## config.mk

```make
export PLATFORM = sky130hd
export DESIGN_NAME = alu_arbiter
export DESIGN_NICKNAME = d
export VERILOG_FILES = /design/src/rtl/alu_arbiter.sv
export SDC_FILE = /design/constraint.sdc
export NUM_CORES = 1
export LEC_CHECK = 0
export ABC_CLOCK_PERIOD_IN_PS = 1900
export CAP_MARGIN = 20
export CORE_MARGIN = 8
export CORE_UTILIZATION = 40
export DETAILED_ROUTE_END_ITERATION = 16
export DONT_BUFFER_PORTS = 1
export PLACE_DENSITY = 0.59
export SETUP_SLACK_MARGIN = 0.3
export SLEW_MARGIN = 20
export SYNTH_ARGS = -nofsm -noshare
export SYNTH_HDL_FRONTEND = slang
export SYNTH_SLANG_ARGS = --single-unit
```

## constraint.sdc

```tcl
create_clock -name clk -period 1.9 [get_ports clk]
set_input_delay 0.38 -clock clk [delete_from_list [all_inputs] [get_ports clk]]
set_output_delay 0.38 -clock clk [all_outputs]
set_load 0.02 [all_outputs]
```

## src/rtl/alu_arbiter.sv

```systemverilog
// alu_arbiter: shares one combinational ALU between two requesters.
// Round-robin grant in IDLE, one cycle of ALU evaluation in EXEC, and the
// registered result is held in RESP until the granted requester takes it.
module alu_arbiter #(
  parameter int WIDTH = 32,
  parameter int OPW   = 3
) (
  input  logic             clk,
  input  logic             rst_n,
  input  logic             req0_valid,
  output logic             req0_ready,
  input  logic [WIDTH-1:0] req0_a,
  input  logic [WIDTH-1:0] req0_b,
  input  logic [OPW-1:0]   req0_op,
  input  logic             req1_valid,
  output logic             req1_ready,
  input  logic [WIDTH-1:0] req1_a,
  input  logic [WIDTH-1:0] req1_b,
  input  logic [OPW-1:0]   req1_op,
  output logic             rsp0_valid,
  input  logic             rsp0_ready,
  output logic [WIDTH-1:0] rsp0_result,
  output logic             rsp0_zero,
  output logic             rsp1_valid,
  input  logic             rsp1_ready,
  output logic [WIDTH-1:0] rsp1_result,
  output logic             rsp1_zero,
  output logic [WIDTH-1:0] alu_a,
  output logic [WIDTH-1:0] alu_b,
  output logic [OPW-1:0]   alu_op,
  input  logic [WIDTH-1:0] alu_result,
  input  logic             alu_zero,
  output logic             busy
);

  typedef enum logic [1:0] {
    IDLE = 2'd0,
    EXEC = 2'd1,
    RESP = 2'd2
  } state_t;

  state_t           state;
  state_t           state_next;
  logic             rr;
  logic             gnt;
  logic             sel;
  logic             accept;
  logic             rsp_done;
  logic [WIDTH-1:0] op_a;
  logic [WIDTH-1:0] op_b;
  logic [OPW-1:0]   op_code;
  logic [WIDTH-1:0] res_q;
  logic             zero_q;

  // Grant selection, handshakes and next state; ready is suppressed while reset is held
  always_comb begin
    state_next = state;
    sel        = 1'b0;
    accept     = 1'b0;
    rsp_done   = 1'b0;
    req0_ready = 1'b0;
    req1_ready = 1'b0;
    if (req0_valid && req1_valid) begin
      sel = ~rr;
    end else begin
      sel = req1_valid;
    end
    case (state)
      IDLE: begin
        if ((req0_valid || req1_valid) && rst_n) begin
          accept     = 1'b1;
          req0_ready = ~sel;
          req1_ready = sel;
          state_next = EXEC;
        end
      end
      EXEC: begin
        state_next = RESP;
      end
      RESP: begin
        if (gnt ? rsp1_ready : rsp0_ready) begin
          rsp_done   = 1'b1;
          state_next = IDLE;
        end
      end
      default: begin
        state_next = IDLE;
      end
    endcase
  end

  // State register
  always_ff @(posedge clk or negedge rst_n) begin
    if (!rst_n) begin
      state <= IDLE;
    end else begin
      state <= state_next;
    end
  end

  // Operand capture and grant record on an accepted request
  always_ff @(posedge clk or negedge rst_n) begin
    if (!rst_n) begin
      op_a    <= '0;
      op_b    <= '0;
      op_code <= '0;
      gnt     <= 1'b0;
    end else if (accept) begin
      op_a    <= sel ? req1_a  : req0_a;
      op_b    <= sel ? req1_b  : req0_b;
      op_code <= sel ? req1_op : req0_op;
      gnt     <= sel;
    end
  end

  // ALU result and zero flag captured at the end of the EXEC cycle
  always_ff @(posedge clk or negedge rst_n) begin
    if (!rst_n) begin
      res_q  <= '0;
      zero_q <= 1'b0;
    end else if (state == EXEC) begin
      res_q  <= alu_result;
      zero_q <= alu_zero;
    end
  end

  // Round-robin pointer remembers who was served last; starts at 1 so req0 wins the first tie
  always_ff @(posedge clk or negedge rst_n) begin
    if (!rst_n) begin
      rr <= 1'b1;
    end else if (rsp_done) begin
      rr <= gnt;
    end
  end

  assign alu_a  = op_a;
  assign alu_b  = op_b;
  assign alu_op = op_code;
  assign busy   = (state != IDLE);

  assign rsp0_valid  = (state == RESP) && !gnt;
  assign rsp1_valid  = (state == RESP) && gnt;
  assign rsp0_result = rsp0_valid ? res_q : '0;
  assign rsp1_result = rsp1_valid ? res_q : '0;
  assign rsp0_zero   = rsp0_valid && zero_q;
  assign rsp1_zero   = rsp1_valid && zero_q;

endmodule

```

==> impl_metrics.env <==
export IMPL_slew_headroom_pct=63.9
export IMPL_grt_start_max_net_pins=107
export IMPL_detailed_place_hpwl_um=11800
export IMPL_syn_num_nets=655
export IMPL_layout_cells_non_filler=651
export IMPL_powerDensity_mw_per_mm2=1690
export IMPL_irDropWorstVdd_uv=640
export IMPL_yosysSeqAreaShare_pct=50.5
export IMPL_dp_cells=611
export IMPL_power_frac_comb_pct=37.6
export IMPL_fin_ws_ps=-41.3
export IMPL_cp_arrival_ps=1560
export IMPL_whs_ps=-271
export IMPL_htreeDepth=3
export IMPL_skew_ps=7.55
export IMPL_synth_seq_cells=104
export IMPL_drive_gt1_share_pct=47.8
export IMPL_synth_edff_count=0
export IMPL_crit_fanout=5
export IMPL_first_global_vias=4159
export IMPL_rr_startpoint="state[0]$_DFFE_PN0P_"
export IMPL_hold_path_class="in -> async"
export IMPL_netSwitchingFraction_pct=42.6
export IMPL_clkSlewWorstSetupHoldPaths_ps=70
export IMPL_initial_core_util_pct=40.8
export IMPL_ys_warn_count=0
export IMPL_syn_mean_instance_area_um2=10.7
export IMPL_synthArstFlopShare_pct=100
export IMPL_fin_crit_sh_pct=102
export IMPL_cts_root_buf="clkbuf_16"
export IMPL_syn_inst=482
export IMPL_final_cell_mix="102 x dfrtp_1, 69 x nand2_1, 67 x and3_4, 67 x a221o_1, 54 x nor3_2"
export IMPL_chipWidth_um=130
export IMPL_synth_cell_type_count=25
export IMPL_fin_tns_setup_ps=-69.5
export IMPL_core_area_mm2=0.0126
export IMPL_clk_path_buf_depth=2
export IMPL_rr_worst_depth=6
export IMPL_clk_latency_ps=340
export IMPL_routedWlPerCell_um=29.3
export IMPL_antenna_found_initial=0
export IMPL_switching_power_mw=4.77
export IMPL_rrSetupSlack_ps=160
export IMPL_gp_congestion=0.796
export IMPL_syn2layout_area_growth_pct=28.9
export IMPL_yosysTopAreaCell="dfrtp_1"
export IMPL_routed_via_density=6.37
export IMPL_worstMarginPinSlew_ps=541
export IMPL_final_util_pct=52.6
export IMPL_worstPathCellList="or3b_4 > nor3b_4"
export IMPL_port_buffers=0
export IMPL_cts_buffers=9
export IMPL_pwr_share_seq_pct=45.6
export IMPL_drc_errors=0
export IMPL_layout_commonest_cell="dfrtp_1"
export IMPL_cp_start_kind="flop"
export IMPL_period_minus_slack_ps=1940
export IMPL_dieHeight_um=130
export IMPL_diodes=0
export IMPL_row_count=41
export IMPL_rsz0062_at_grt="true"
export IMPL_grt_pass1_wl_um=24400
export IMPL_netlist_area_mm2=0.00515
export IMPL_failed_checks="hold timing, setup timing"
export IMPL_ys_flop_type="dfrtp_1"
export IMPL_crit_required_ps=1520
export IMPL_p_leak_nw=2.71
export IMPL_final_nets=648
export IMPL_reg2reg_to="alu_a[17]$_DFFE_PN0P_"
export IMPL_cpPeakStageDelay_ps=440
export IMPL_dr_pass1_iters=5
export IMPL_end_kind="primary output"
export IMPL_maxCapViolCount=0
export IMPL_first_iter_violations=287
export IMPL_grt_ovfl_total=0
export IMPL_cts_sinks=104
export IMPL_hold_viol=104
export IMPL_cts_tree="built"
export IMPL_drtAntennaViolNets=0
export IMPL_die_area_mm2=0.0168
export IMPL_grt_use_total_pct=18.8
export IMPL_status="complete, but fails checks"
export IMPL_criticalPathCategory="reg -> out"
export IMPL_setup_viol=9
export IMPL_ioPinCount=311
export IMPL_crit_path_top_delay_cell="dfrtp_2"
export IMPL_dpl_worst_slack_ps=228
export IMPL_drt_wl_total_um=19100
export IMPL_synth_area_leaders="dfrtp_1 50%, a221o_1 13%, and3_1 8.1%, mux2_2 7.2%, nand2_1 5.0%"
export IMPL_fmax_mhz=515
export IMPL_p_int_mw=6.42
export IMPL_power_share_clock_pct=16.7
export IMPL_drv_slew=0
export IMPL_vias=4144
export IMPL_synth_top_area_share_pct=50.0
[power by group through the flow]
| stage | Sequential [mW] | Clock [mW] | Combinational (mW) |
|---|---|---|---|
| floorplan | 4.66 | 0 | 2.54 |
| detailed placement | 5.04 | 0 | 3.04 |
| global route | 5.24 | 2.02 | 4.47 |
| global placement | 5.04 | 0 | 2.90 |
| CTS | 5.03 | 1.90 | 3.29 |
| finish | 5.11 | 1.87 | 4.21 |
[routing by layer]
layer / track usage, % / vias to the layer above / wire (µm)
met4: 8.13 / 0 / 499
met5: 0 / - / 0
li1: - / 1775 / -
met3: 7.07 / 36 / 1770
met2: 31.4 / 246 / 9810
met1: 21.0 / 2087 / 7020
[worst max-delay path by stage]
stage	endpoint	slack, ps	startpoint	cells after the start
after floorplan	req0_ready	70	state[0]$_DFFE_PN0P_	5
after detailed placement	alu_a[1]$_DFFE_PN0P_	230	state[0]$_DFFE_PN0P_	4
after CTS	req0_ready	-40	state[1]$_DFFE_PN0P_	2
final	req0_ready	-40	state[0]$_DFFE_PN0P_	2
after global placement	alu_a[3]$_DFFE_PN0P_	270	state[0]$_DFFE_PN0P_	4
after global routing	rsp1_result[3]	-80	state[1]$_DFFE_PN0P_	4
[registers in the layout, summed over array words and instances, names as in the netlist]
name	count
alu_op	3
alu_a	32
res_q	32
gnt	1
alu_b	32
zero_q	1
state	2
rr	1
[cell usage after synthesis, types with 3 or more instances]
cell	n
nor2b_1	3
dfrtp_1	103
nor3_1	48
and3_1	67
clkbuf_1	34
nand2_1	69
buf_2	15
nor3_2	19
mux2_2	33
a221o_1	67
buf_6	6
[final cells by class]
cell class / instances / area, µm²
clock buffers: 10 / 239
clock inverters: 5 / 57.6
fillers: 1097 / 5980
inverters: 2 / 7.51
multi-input cells: 319 / 2930
flip-flops and latches: 104 / 2610
well taps: 172 / 215
repair buffers: 39 / 589
[critical path: cells and delay by family (launching register included)]
family / cells / cell delay, ps
flip-flops: 1 / 440
AND/OR/NAND/NOR: 2 / 790
[through the flow]
step           area, µm²  total power, mW
3_3_place_gp        5280             7.94
2_1_floorplan       5160             7.20
4_1_cts             5980             10.2
6_report            6640             11.2
5_1_grt             6640             11.7
3_5_place_dp        5280             8.08
[kinds of logic (layout without fill, tap and decap cells)]
family,after synthesis,count (layout),synth area share (%)
muxes,34,34,7.40
and+or+nand+nor,212,212,22.8
AOI/OAI and AO/OA,72,73,13.6
buffers and inverters,60,56,5.68
DFF,104,104,50.5
[repair_timing]
action	CTS	global route
pin swaps	5	5
resized for setup	128	82
endpoints found under the setup margin	125	137
hold endpoints to repair	104	104
cloned	0	18
setup buffers	3	4
No activity file was read; power rests on OpenSTA's default activity.
